File: config.mk
export PLATFORM = sky130hd
export DESIGN_NAME = obi_mem_arbiter
export DESIGN_NICKNAME = d
export VERILOG_FILES = /design/src/rtl/obi_mem_arbiter.sv
export SDC_FILE = /design/constraint.sdc
export NUM_CORES = 1
export LEC_CHECK = 0
export BUFFER_PORTS_ARGS = -buffer_cell sky130_fd_sc_hd__buf_4
export CAP_MARGIN = 20
export CORE_AREA = 5 5 106 108
export DETAILED_ROUTE_END_ITERATION = 10
export DIE_AREA = 0 0 111 113
export PLACE_DENSITY = 0.55
export SYNTH_ARGS = -nofsm -noshare
export SYNTH_HDL_FRONTEND = slang
export SYNTH_SLANG_ARGS = --single-unit
File: constraint.sdc
create_clock -name clk_i -period 1.55 [get_ports clk_i]
set_input_delay 0.31 -clock clk_i [delete_from_list [all_inputs] [get_ports clk_i]]
set_output_delay 0.31 -clock clk_i [all_outputs]
set_load 0.005 [all_outputs]
File: src/rtl/obi_mem_arbiter.sv
// Two-port OBI arbiter: instruction and data ports share one memory port.
// Round-robin with request lock; an ID FIFO routes in-order responses.
//
// Ports
//   clk_i, rst_ni                      clock, async active-low reset
//   instr_req/addr_i, instr_gnt/rvalid/rdata_o       instruction port
//   data_req/addr/we/be/wdata_i, data_gnt/rvalid/rdata_o  data port
//   mem_req/addr/we/be/wdata_o, mem_gnt/rvalid/rdata_i    memory port
//   busy_o   transactions outstanding
//   err_o    sticky: memory response with nothing outstanding
module obi_mem_arbiter #(
    parameter int ADDR_WIDTH      = 32,
    parameter int DATA_WIDTH      = 32,
    parameter int MAX_OUTSTANDING = 2
) (
    input  logic                    clk_i,
    input  logic                    rst_ni,
    input  logic                    instr_req_i,
    input  logic [ADDR_WIDTH-1:0]   instr_addr_i,
    output logic                    instr_gnt_o,
    output logic                    instr_rvalid_o,
    output logic [DATA_WIDTH-1:0]   instr_rdata_o,
    input  logic                    data_req_i,
    input  logic [ADDR_WIDTH-1:0]   data_addr_i,
    input  logic                    data_we_i,
    input  logic [DATA_WIDTH/8-1:0] data_be_i,
    input  logic [DATA_WIDTH-1:0]   data_wdata_i,
    output logic                    data_gnt_o,
    output logic                    data_rvalid_o,
    output logic [DATA_WIDTH-1:0]   data_rdata_o,
    output logic                    mem_req_o,
    output logic [ADDR_WIDTH-1:0]   mem_addr_o,
    output logic                    mem_we_o,
    output logic [DATA_WIDTH/8-1:0] mem_be_o,
    output logic [DATA_WIDTH-1:0]   mem_wdata_o,
    input  logic                    mem_gnt_i,
    input  logic                    mem_rvalid_i,
    input  logic [DATA_WIDTH-1:0]   mem_rdata_i,
    output logic                    busy_o,
    output logic                    err_o
);

    localparam int CW = $clog2(MAX_OUTSTANDING + 1);
    localparam int PW = (MAX_OUTSTANDING > 1) ? $clog2(MAX_OUTSTANDING) : 1;
    localparam logic ID_I = 1'b0;
    localparam logic ID_D = 1'b1;
    localparam logic [CW-1:0] CNT_MAX  = CW'(MAX_OUTSTANDING);
    localparam logic [PW-1:0] PTR_LAST = PW'(MAX_OUTSTANDING - 1);

    logic [MAX_OUTSTANDING-1:0] r_fifo;
    logic [PW-1:0]              r_wptr;
    logic [PW-1:0]              r_rptr;
    logic [CW-1:0]              r_cnt;
    logic                       r_lock;
    logic                       r_owner;
    logic                       r_last;
    logic                       r_err;

    logic w_winner;
    logic w_full;
    logic w_hs;
    logic w_pop;
    logic w_head;

    // Lock keeps the memory-side request stable until it is granted.
    // A tie goes to the port that did not win last; r_last resets to
    // DATA so the first tie favours INSTR.
    always_comb begin
        w_winner = ID_I;
        if (r_lock)
            w_winner = r_owner;
        else if (instr_req_i && data_req_i)
            w_winner = ~r_last;
        else if (data_req_i)
            w_winner = ID_D;
    end

    assign w_full    = (r_cnt == CNT_MAX);
    // Full blocks the request even if a response pops this cycle.
    assign mem_req_o = rst_ni & (instr_req_i | data_req_i) & ~w_full;

    assign mem_addr_o  = w_winner ? data_addr_i  : instr_addr_i;
    assign mem_we_o    = w_winner & data_we_i;
    assign mem_be_o    = w_winner ? data_be_i    : '1;
    assign mem_wdata_o = w_winner ? data_wdata_i : '0;

    assign w_hs        = mem_req_o & mem_gnt_i;
    assign instr_gnt_o = w_hs & (w_winner == ID_I);
    assign data_gnt_o  = w_hs & (w_winner == ID_D);

    assign w_head         = r_fifo[r_rptr];
    assign w_pop          = mem_rvalid_i & (r_cnt != '0);
    assign instr_rvalid_o = w_pop & (w_head == ID_I);
    assign data_rvalid_o  = w_pop & (w_head == ID_D);
    assign instr_rdata_o  = mem_rdata_i;
    assign data_rdata_o   = mem_rdata_i;

    assign busy_o = (r_cnt != '0);
    assign err_o  = r_err;

    always_ff @(posedge clk_i or negedge rst_ni) begin
        if (!rst_ni) begin
            r_fifo  <= '0;
            r_wptr  <= '0;
            r_rptr  <= '0;
            r_cnt   <= '0;
            r_lock  <= 1'b0;
            r_owner <= ID_I;
            r_last  <= ID_D;
            r_err   <= 1'b0;
        end else begin
            if (w_hs) begin
                r_fifo[r_wptr] <= w_winner;
                r_wptr <= (r_wptr == PTR_LAST) ? '0 : r_wptr + PW'(1);
                r_last <= w_winner;
                r_lock <= 1'b0;
            end else if (mem_req_o) begin
                r_lock  <= 1'b1;
                r_owner <= w_winner;
            end
            if (w_pop)
                r_rptr <= (r_rptr == PTR_LAST) ? '0 : r_rptr + PW'(1);
            if (w_hs && !w_pop)
                r_cnt <= r_cnt + CW'(1);
            else if (!w_hs && w_pop)
                r_cnt <= r_cnt - CW'(1);
            if (mem_rvalid_i && r_cnt == '0)
                r_err <= 1'b1;
        end
    end

endmodule

# --- Yosys cells after proc, flatten, opt, wreduce, memory -nomap -nowiden ---
# Index checks and enable logic that the tools add are counted.
totals:
  reg_bits: 10
  input_bits: 139
  word_cells: 60
op_classes:
  n_addsub: 4
  n_lt_le_gt_ge: 3
  eq_ne: 1
  muxes: 17
  n_bitwise: 15
  n_reduce_logical: 12
ops:
  columns: ["op", "n"]
  rows:
  - ["$mux 32", 2]
  - ["$mux 1", 10]
  - ["$and 1x1->1", 9]
  - ["$reduce_bool 2->1", 3]
  - ["$logic_and 1x1->1", 5]
  - ["$not 1->1", 5]
  - ["$lt 1x2->1 const B", 2]
  - ["$mux 2", 2]
  - ["$mux 4", 1]
  - ["$add 1x1->1 const B", 2]
  - ["$add 2x1->2 const B", 1]
  - ["$bwmux 2", 1]
  - ["$eq 2x2->1 const B", 1]
  - ["$logic_not 1->1", 2]
  - ["$logic_not 2->1", 1]
  - ["$reduce_and 2->1", 1]
  - ["$sub 2x1->2 const B", 1]
  - ["$demux 1 s1", 1]
  - ["$ge 1x1->1 const B", 1]
  - ["$or 1x1->1", 1]

# --- Depth between registers and ports, before layout ---
logic_depth:
  ltp_word: 8
  ltp_mapped: 7

# --- Least setup slack after synthesis ---
# No wires, ideal clock.
synth_path:
  kind: "reg-to-output"
  start: "register r_last"
  end: "output port mem_addr_o[10]"
  arrival_time_ns: 1.340
  slack_ns: -0.100
  stages_incl_launch_ff: 5
  n_path_buf: 1
  path_cell_list: "dfstp_2 > nand2_1 > a22oi_4 > buf_6 > mux2_2"
synth_between:
  elab_chain_len: 4
synth_lines:
  columns: ["item", "line_no", "text"]
  rows:
  - ["start, declared", "56", "logic r_last;"]
  - ["start signal, assigned", "115", "r_last <= w_winner;"]
  - ["$not 1->1", "73", "w_winner = ~r_last;"]
  - ["$mux 1", "72", "else if (instr_req_i && data_req_i)"]
  - ["$mux 1", "70", "if (r_lock)"]
  - ["$mux 32", "82", "assign mem_addr_o = w_winner ? data_addr_i : instr_addr_i;"]
  - ["end, declared", "32", "output logic [ADDR_WIDTH-1:0] mem_addr_o,"]
# No other way between the ends.

# --- Worst setup path in the final report ---
layout_path:
  start: "register r_last"
  end: "output port mem_addr_o[12]"
# Same word-level chain as after synthesis.

==> impl_metrics.tcl <==
set metrics [dict create \
    status "finished, violations left" \
    violations "negative setup slack" \
    synth-xor-area-share 0.0268 \
    fin_crit_sh 1.35 \
    cp-startpoint "r_last$_DFFE_PN1N_" \
    synth_compound_gate_area_share 0.0413 \
    clock-sinks 10 \
    max_slew_margin 0.816 \
    fp-row-count 37 \
    crit_path_end "mem_addr_o[12]" \
    ys_seq_area_frac 0.154 \
    die_x_um 111 \
    synthCells 185 \
    cts_buffers 3 \
    synth_top_area_cell "buf_4" \
    grt_pass1_vias 1843 \
    yosysMostFrequentCell "buf_4" \
    r2r_end "r_fifo[1]$_DFFE_PN0P_" \
    yosys_warnings 0 \
    core_sq_mm 0.0101 \
    io_pins 279 \
    rsz0062_at_grt "yes" \
    synth_mux_area_frac 0.247 \
    postRouteAntennaNets 0 \
    tightest_slew_ns 0.272 \
    grt_pass1_wl_mm 11.4 \
    synthTopCellsByArea "buf_4 (29%), mux2_2 (23%), dfrtp_1 (14%), and2_1 (13%), buf_6 (2.1%)" \
    synth_top_family_by_area "buffers and inverters" \
    final.setup_skew_ns 0.00282 \
    required_ns 1.24 \
    hpwl_mm 6.43 \
    routabilityCongestion 0.758 \
    regToRegStartpoint "r_last$_DFFE_PN1N_" \
    drt_iter0_markers 30 \
    max_freq_ghz 0.478 \
    cp_max_fo 8 \
    p_total_mw 4.82 \
    synthAdderAreaFrac 0.00766 \
    path_clk_slew_ns 0.05 \
    synth_seq_cells 10 \
    die_area_sq_mm 0.0125 \
    die_h_um 113 \
    reg2reg_depth 5 \
    io_buffer_count 182 \
    start_util 0.161 \
    setup_viol 73 \
    avgViaCountPerCell 3.73 \
    rrSetupSlack_ns -0.13 \
    vias 1735 \
    p_leak_nw 1.75 \
    p_per_area_mw_per_mm2 1460 \
    gr-total-overflow 0 \
    nets 470 \
    cts-htree-levels 1 \
    synth_edf_count 0 \
    antenna_cells 0 \
    fin_ws_ns -0.540 \
    synth_nets 325 \
    ir_worst_vdd_uv 724 \
    maxCapViolations 0 \
    pre_cts_slack_ns -0.314 \
    cts_tree "yes" \
    synth_top_area_share 0.294 \
    antenna_found_initial 0 \
    arrival_ns 1.78 \
    critical_path_class "register to output port" \
    syn_avg_cell_area_sq_um 8.83 \
    synthArstFlopShare 1.00 \
    wl_per_cell_um 17.1 \
    setup.worst_path.start_class "register" \
    root_buffer "clkbuf_8" \
    synth_flop_cell "dfrtp_1" \
    grt_max_degree 19 \
    drt_first_pass_iters 4 \
    critPathCaptureType "output port" \
    syn_to_final_growth_pct 102 \
    worstSkewPairLatency_ns 0.23 \
    totalWireLength_mm 7.97 \
    route.detailed.drc 0 \
    synth_area_sq_mm 0.00163 \
    fin_crit_ns 2.09 \
    yosys.area_share.simple 0.191 \
    grt.total_usage 0.114 \
    synth.top_cells.by_count "buf_4 (64), and2_1 (33), mux2_2 (33)" \
    finalMaxSlewViolations 0 \
    clockBufferDepth 2 \
    worst_hold_path_type "primary input to asynchronous set/reset pin" \
    synth_cell_types 29 \
    hold_violations 0 \
    drive_gt1_frac 0.805 \
]
==> what timing repair did <==
action / in CTS / in global routing
gates cloned: 2 / 1
gates resized for setup: 24 / 33
setup endpoints to repair: 73 / 78
hold buffers: 1 / 0
buffers inserted: 9 / 3
pin swaps: 4 / 7
endpoints found under the hold margin: 2 / 0
==> layer usage <==
metal  GRT usage  routed length (um)  part of all wire
met3      0.0273                 588             0.074
met5           0                   0                 0
met1       0.143                3170              0.40
met2       0.192                4020              0.50
met4      0.0378                 192             0.024
==> final cells by class <==
cell class / instances / area [sq um]
clock buffers: 4 / 55.1
fillers: 1040 / 6830
inverters: 3 / 11.3
well taps: 136 / 170
multi-input cells: 101 / 1010
flip-flops and latches: 10 / 254
repair buffers: 211 / 1810
==> cell usage in the layout (no fill, tap or decap) <==
cell type | netlist | final
nor2b_4 | 0 | 1
clkbuf_8 | 0 | 4
nand2_2 | 0 | 2
xor2_1 | 2 | 1
nand3_1 | 1 | 1
a22oi_4 | 1 | 1
xor2_2 | 0 | 1
nor4bb_1 | 1 | 1
dfrtp_1 | 9 | 7
a22o_2 | 0 | 1
dfrtp_2 | 0 | 2
nor2_2 | 0 | 2
inv_2 | 0 | 1
mux2_2 | 33 | 7
inv_1 | 3 | 2
buf_6 | 3 | 30
a41oi_1 | 1 | 1
nor2_4 | 0 | 1
and2_1 | 33 | 33
dfstp_2 | 1 | 1
and3b_1 | 1 | 1
o21a_1 | 2 | 2
xnor2_1 | 3 | 3
ha_4 | 0 | 1
and3_1 | 1 | 1
nand2b_4 | 0 | 1
buf_4 | 64 | 174
buf_16 | 0 | 2
nor2_1 | 6 | 3
mux2i_4 | 0 | 1
nand4_1 | 1 | 1
a31oi_1 | 1 | 1
dlygate4sd3_1 | 0 | 1
nand2b_1 | 5 | 4
bufbuf_16 | 0 | 1
clkbuf_16 | 0 | 1
a21o_1 | 1 | 1
mux2_4 | 0 | 28
buf_12 | 0 | 2
==> metrics by stage <==
step                      cell area, sq um   util  std cells  TNS, ns  hold WS, ns
after floorplan                       1710      -        185    -2.76       0.0144
after global placement                2840  0.280        445   -10.60        0.121
after detailed placement              2840  0.280        445   -11.78        0.119
after CTS                             3120  0.308        461   -32.71       0.0200
after global routing                  3310  0.326        465   -36.44       0.0311
final                                 3310  0.326        465   -31.96       0.0178
==> state kept, by name, indices dropped and copies added (netlist names) <==
signal,flops
r_wptr,1
r_lock,1
r_cnt,2
r_owner,1
r_rptr,1
r_last,1
err_o,1
r_fifo,2
==> cells by family (layout without fill, tap and decap cells) <==
kind of cell	count (synthesis)	after routing
adders and majority gates	1	1
and+or+nand+nor	52	52
buffers and inverters	74	218
DFF	10	10
AOI/OAI and AO/OA	7	7
muxes	36	36
xor gates and xnor gates	5	5
==> critical path, cell delays in order, from the launching register on <==
cell,delay (ns)
dfstp_2,0.53
nand2_2,0.07
a22oi_4,0.17
buf_12,0.15
clkbuf_16,0.17
mux2_4,0.32
buf_6,0.12
==> where the power goes <==
group          total (mW)  internal [mW]  switching [mW]
Clock               0.326          0.223           0.103
Combinational        3.98           2.58            1.40
Sequential          0.519          0.394           0.125
Total                4.82           3.20            1.63
==> how the worst min path moves through the flow <==
stage,endpoint,slack (ns)
floorplan,err_o$_DFFE_PN0P_,0.01
finish,r_wptr$_DFFE_PN0N_,0.02
CTS,r_wptr$_DFFE_PN0N_,0.02
global route,r_last$_DFFE_PN1N_,0.03
global placement,r_lock$_DFFE_PN0P_,0.12
detailed placement,r_owner$_DFFE_PN0P_,0.12
Power figures use the tool's default switching activity.
